$ cat config.mk
export PLATFORM = sky130hd
export DESIGN_NAME = note_mixer_pwm_flat
export DESIGN_NICKNAME = d
export VERILOG_FILES = /design/src/rtl/note_mixer_pwm_if.sv /design/src/rtl/note_mixer_pwm.sv /design/src/flat_wrapper.sv
export SDC_FILE = /design/constraint.sdc
export NUM_CORES = 1
export LEC_CHECK = 0
export ABC_AREA = 1
export CORE_MARGIN = 3
export CORE_UTILIZATION = 30
export DETAILED_ROUTE_END_ITERATION = 8
export PLACE_DENSITY = 0.5
export SYNTH_ARGS = -nofsm -noshare
export SYNTH_HDL_FRONTEND = slang
export SYNTH_SLANG_ARGS = --single-unit
$ cat constraint.sdc
create_clock -name clockIn -period 14.5 [get_ports clockIn]
set_clock_uncertainty 0.2 [all_clocks]
set_input_delay 1.45 -clock clockIn [delete_from_list [all_inputs] [get_ports clockIn]]
set_output_delay 1.45 -clock clockIn [all_outputs]
set_load 0.03 [all_outputs]
$ cat src/rtl/note_mixer_pwm_if.sv
// Bundle between the note mixer and its surroundings: note waves and volume in, PWM audio and status out.
// Pure wiring, no latency of its own.
// No backpressure: every signal is level/pulse, sampled each clock by its receiver.
interface note_mixer_pwm_if #(
  parameter int N_NOTES = 12,
  parameter int VOL_W   = 7,
  parameter int PWM_W   = 11
) ();
  localparam int CNT_W = $clog2(N_NOTES + 1);

  logic [N_NOTES-1:0] ondas;
  logic [VOL_W-1:0]   volumen;
  logic               pwmOut;
  logic [CNT_W-1:0]   activeNotes;
  logic [PWM_W-1:0]   duty;
  logic               periodStart;

  // Driver side: supplies notes and volume, observes the audio output
  modport master (
    output ondas, volumen,
    input  pwmOut, activeNotes, duty, periodStart
  );

  // Mixer side
  modport slave (
    input  ondas, volumen,
    output pwmOut, activeNotes, duty, periodStart
  );
endinterface

$ cat src/rtl/note_mixer_pwm.sv
// Mixes the per-note square waves into one slew-limited PWM audio pin (amplitude = notes x volume).
// Latency: note change -> activeNotes/target at 3rd edge; duty follows at the next period boundary.
// No backpressure: free-running PWM, inputs sampled every clock, duty only changes between periods.
module note_mixer_pwm #(
  parameter int N_NOTES   = 12,
  parameter int VOL_W     = 7,
  parameter int PWM_W     = 11,
  parameter int SLEW_STEP = 256
) (
  input  logic clockIn,
  input  logic reset,
  note_mixer_pwm_if.slave bus
);
  localparam int CNT_W  = $clog2(N_NOTES + 1);
  localparam int PROD_W = CNT_W + VOL_W;
  // Comparison width wide enough for both the raw product and the PWM range
  localparam int EXT_W  = ((PROD_W > PWM_W) ? PROD_W : PWM_W) + 1;
  localparam logic [PWM_W-1:0] PWM_MAX = '1;
  localparam logic [PWM_W:0]   STEP    = (PWM_W + 1)'(SLEW_STEP);

  logic [N_NOTES-1:0] ondasMeta;
  logic [N_NOTES-1:0] ondasSync;
  logic [CNT_W-1:0]   noteCount;
  logic [CNT_W-1:0]   activeNotesReg;
  logic [PROD_W-1:0]  prod;
  logic [EXT_W-1:0]   prodExt;
  logic [PWM_W-1:0]   targetNext;
  logic [PWM_W-1:0]   targetReg;
  logic [PWM_W:0]     dutyExt;
  logic [PWM_W:0]     targetExt;
  logic [PWM_W-1:0]   dutyNext;
  logic [PWM_W-1:0]   dutyReg;
  logic [PWM_W-1:0]   pwmCnt;
  logic               pwmOutReg;
  logic               periodStartReg;

  // Count how many synchronised notes are currently high
  always_comb begin
    noteCount = '0;
    for (int i = 0; i < N_NOTES; i++) begin
      noteCount = noteCount + CNT_W'(ondasSync[i]);
    end
  end

  // Amplitude target: notes x volume, clipped to full scale instead of wrapping
  always_comb begin
    prod       = PROD_W'(noteCount) * PROD_W'(bus.volumen);
    prodExt    = EXT_W'(prod);
    targetNext = (prodExt > EXT_W'(PWM_MAX)) ? PWM_MAX : prodExt[PWM_W-1:0];
  end

  // Next duty: move toward the target by at most one step, never overshooting it
  always_comb begin
    dutyExt   = {1'b0, dutyReg};
    targetExt = {1'b0, targetReg};
    dutyNext  = dutyReg;
    if (SLEW_STEP == 0) begin
      dutyNext = targetReg;
    end else if (targetExt > dutyExt) begin
      dutyNext = (targetExt - dutyExt > STEP) ? PWM_W'(dutyExt + STEP) : targetReg;
    end else if (targetExt < dutyExt) begin
      dutyNext = (dutyExt - targetExt > STEP) ? PWM_W'(dutyExt - STEP) : targetReg;
    end
  end

  // Synchroniser, mixer registers, PWM counter and output comparator
  always_ff @(posedge clockIn) begin
    if (reset) begin
      ondasMeta      <= '0;
      ondasSync      <= '0;
      activeNotesReg <= '0;
      targetReg      <= '0;
      dutyReg        <= '0;
      pwmCnt         <= '0;
      pwmOutReg      <= 1'b0;
      periodStartReg <= 1'b0;
    end else begin
      ondasMeta      <= bus.ondas;
      ondasSync      <= ondasMeta;
      activeNotesReg <= noteCount;
      targetReg      <= targetNext;
      pwmCnt         <= pwmCnt + PWM_W'(1);
      periodStartReg <= (pwmCnt == '0);
      pwmOutReg      <= (pwmCnt < dutyReg);
      // Duty is only replaced on the last cycle so each period is whole
      if (pwmCnt == PWM_MAX) begin
        dutyReg <= dutyNext;
      end
    end
  end

  assign bus.activeNotes = activeNotesReg;
  assign bus.duty        = dutyReg;
  assign bus.pwmOut      = pwmOutReg;
  assign bus.periodStart = periodStartReg;
endmodule

$ cat src/flat_wrapper.sv
// flat-port wrapper written by rule: the top's interface ports become plain ports
module note_mixer_pwm_flat 
#(
  parameter int N_NOTES   = 12,
  parameter int VOL_W     = 7,
  parameter int PWM_W     = 11,
  parameter int SLEW_STEP = 256
)
  (clockIn, reset, bus_ondas, bus_volumen, bus_pwmOut, bus_activeNotes, bus_duty, bus_periodStart);
  note_mixer_pwm_if #(.N_NOTES(N_NOTES), .VOL_W(VOL_W), .PWM_W(PWM_W)) bus_i ();
  input  logic clockIn;
  input  logic reset;
  input wire logic [$bits(bus_i.ondas)-1:0] bus_ondas;
  input wire logic [$bits(bus_i.volumen)-1:0] bus_volumen;
  output wire logic [$bits(bus_i.pwmOut)-1:0] bus_pwmOut;
  output wire logic [$bits(bus_i.activeNotes)-1:0] bus_activeNotes;
  output wire logic [$bits(bus_i.duty)-1:0] bus_duty;
  output wire logic [$bits(bus_i.periodStart)-1:0] bus_periodStart;
  assign bus_i.ondas = bus_ondas;
  assign bus_i.volumen = bus_volumen;
  assign bus_pwmOut = bus_i.pwmOut;
  assign bus_activeNotes = bus_i.activeNotes;
  assign bus_duty = bus_i.duty;
  assign bus_periodStart = bus_i.periodStart;
  note_mixer_pwm #(.N_NOTES(N_NOTES), .VOL_W(VOL_W), .PWM_W(PWM_W), .SLEW_STEP(SLEW_STEP)) u_core (.clockIn(clockIn), .reset(reset), .bus(bus_i));
endmodule
==> flow_summary.toml <==
[clocking]
cts_num_sinks = 63
clkSlewWorstSetupHoldPaths_ns = 0.05
cts_max_level = 3
cts_resized = 0
cts-root-buf = "clkbuf_16"
clkLatencyLatePin_ns = 0.33
cts_buffers = 9
postCtsHoldBufs = 0
cts_setup_buffers = 0
ctsLongestPathBuffers = 2
cts_tree = "built"

[placed_design]
hpwl_um = 8800
placed_cell_area_mm2 = 0.00541
dp_cells = 931
dp_slack_ns = 8.12
io_buffers = 37
gp_congestion = 0.836

[logic_synthesis]
yosysSeqAreaShare = 0.261
ys_async_sr_fraction = 0
synth_top_area_share = 0.261
synth_cell_types = 40
yosysWarnings = 0
synth_area_leader_cell = "dfxtp_1"
syn_avg_cell_area_um2 = 6.96
synth_area_leaders = "dfxtp_1 (26%), ha_1 (14%), nand2_1 (11%), inv_1 (11%), fa_1 (7.5%)"
syn-instance-count = 693
ys.flop_type = "dfxtp_1"
synth_seq_cells = 63
synth_nets = 787
syn-cell-area_mm2 = 0.00483
synth_edf_count = 0

[sta]
setup_viol = 0
slew_headroom = 0.558
slew_viol_final = 0
worstMarginPinSlew_ns = 0.663
finalCritPeriodShare = 0.439
final_hold_viol_count = 0
setup_slack_ns = 8.14
max_freq_mhz = 157
fin_setup_tns_ns = 0
rsz0062_at_grt = "false"
fin_crit_ns = 6.36
whs_ns = 0.201

[power_and_ir_drop]
p_seq_frac = 0.226
total_switching_power_mw = 0.386
clockPowerShare = 0.252
p_int_mw = 0.485
comb_power_share = 0.522
ir_drop_uv = 56.9
powerDensity_mw_per_mm2 = 152
leakagePower_nw = 2.95
netSwitchingFraction = 0.443

[detailed_routing]
vias = 4065
drt_pass1_iterations = 4
via_per_inst = 4.29
routedWlPerCell_um = 11.3
drtIter0Drc = 164
wirelength_um = 10700
ant_nets = 0
drcViolationCount = 0

[critical_path]
crit_top_cell = "fa_1"
reg2reg_depth = 24
path_class = "flip-flop to flip-flop"
r2r_slack_ns = 8.14
max_stage_delay_ns = 0.55
cpMaxStageDelayCell = "fa_1"
arrival_ns = 6.38
start_kind = "flip-flop"
r2r_end = "u_core.targetReg[10]"
crit_path_end_kind = "flip-flop"
crit_fanout = 6
worstPathCellList = "ha_1 > inv_1 > fa_1 > fa_1 > fa_1 > fa_1 > fa_1 > or2_2 > nand2_1 > inv_1 > nand2_1 > fa_1 > inv_1 > fa_1 > fa_1 > nand3_1 > nand3_1 > a21o_1 > a21oi_1 > nor2_1 > o21ai_0 > nand2_1 > o21ai_0 > a21oi_1"
cp.required_ns = 14.52
timing.rr.start = "u_core.ondasSync[0]"

[final_layout]
layout-drive-gt1-share = 0.0897
layout.nets = 825
multi_input_area_mm2 = 0.00296
layout_commonest_cell = "nand2_1"
seq_area_mm2 = 0.00126
finalInstanceArea_mm2 = 0.00572
fin_cells = 947
final_cell_mix = "nand2_1 (146), inv_1 (140), nor2_1 (92)"
fillers = 1644
diodes = 0
area_growth_pct = 18.6

[global_routing]
track_usage = 0.129
first_global_vias = 4027
grt_first_pass_wirelength_um = 18500
grt_overflow_total = 0
antenna_found_initial = 0
grt_max_degree = 43

[worst_hold_path]
hold_class = "flip-flop to flip-flop"
hold_end = "u_core.ondasSync[3]"
worstHoldStart = "u_core.ondasMeta[3]"
hold_path_depth = 2

[floorplan]
num_rows = 45
core_mm2 = 0.0155
die_w_um = 133
io_pins = 38
dieArea_mm2 = 0.0176
initial_core_util = 0.312
fp.dieH_um = 133

[status]
status = "complete, no violations"

[job]
max_cap_violations = 0
[routing by layer]
metal | up-vias | wire length (um) | track usage
met2 | 65 | 4960 | 0.212
met1 | 1795 | 5190 | 0.164
li1 | 2195 | - | -
met3 | 10 | 449 | 0.0323
met4 | 0 | 140 | 0.0433
met5 | - | 0 | 0
[cell type report]
cell class	instances	area share
clock inverter	6	0.0120
multi-input combinational	472	0.517
clock buffer	10	0.0418
timing repair buffer	38	0.0660
sequential	63	0.220
inverter	147	0.0964
tap	211	0.0461
[sequential cells by signal, indices dropped and copies added (netlist names)]
name	count
u_core.bus.activeNotes	4
u_core.ondasMeta	12
u_core.bus.duty	11
u_core.targetReg	11
u_core.pwmCnt	11
u_core.bus.pwmOut	1
u_core.ondasSync	12
u_core.bus.periodStart	1
[metrics by stage]
step	power [mW]	util
floorplan	0.564	-
global placement	0.647	0.350
detailed placement	0.656	0.350
CTS	0.882	0.370
global route	0.958	0.370
finish	0.871	0.370
[kinds of logic (layout without fill, tap and decap cells)]
| kind of cell | after synthesis | in the layout | share of synthesized area |
|---|---|---|---|
| and+or+nand+nor | 334 | 334 | 0.318 |
| DFF | 63 | 63 | 0.261 |
| AOI/OAI and AO/OA | 61 | 61 | 0.0708 |
| adders and majority gates | 73 | 73 | 0.217 |
| buffers and inverters | 158 | 201 | 0.125 |
| xor gates and xnor gates | 4 | 4 | 0.00726 |
[synth_stat cells, types with 2 or more instances]
master	count
nor4_1	2
dfxtp_1	63
nand2_4	3
nor3_1	4
clkbuf_1	5
nor2_1	92
o21bai_1	2
nand3_2	7
fa_1	18
o21ai_0	12
inv_2	7
nor2_2	6
nand3_1	36
nor2_4	5
a21oi_1	37
nand2_2	17
nand2_1	146
nand4_1	8
buf_2	4
xor2_1	2
inv_1	140
ha_1	55
o211ai_1	2
xnor2_1	2
o21a_1	3
[power by group through the flow]
stage	clock (mW)	sequential, mW	combinational, mW
6_report	0.220	0.197	0.455
5_1_grt	0.235	0.199	0.524
4_1_cts	0.228	0.197	0.457
3_5_place_dp	0	0.201	0.455
3_3_place_gp	0	0.200	0.447
2_1_floorplan	0	0.202	0.362
[worst max-delay path: cells and delay by family, from the launching register on]
family | cells | cell delay [ns]
fa+ha+maj | 9 | 3.86
simple gates | 7 | 0.92
compound gates | 5 | 0.70
flops | 1 | 0.30
buf+inv | 3 | 0.26
[worst max-delay path by stage]
stage,to,cells after the start,from
global route,u_core.targetReg[10],24,u_core.ondasSync[0]
floorplan,u_core.targetReg[10],24,u_core.ondasSync[0]
detailed placement,u_core.targetReg[10],24,u_core.ondasSync[0]
finish,u_core.targetReg[10],24,u_core.ondasSync[0]
global placement,u_core.targetReg[10],24,u_core.ondasSync[0]
CTS,u_core.targetReg[10],24,u_core.ondasSync[0]
(Power assumes the default switching activity.)
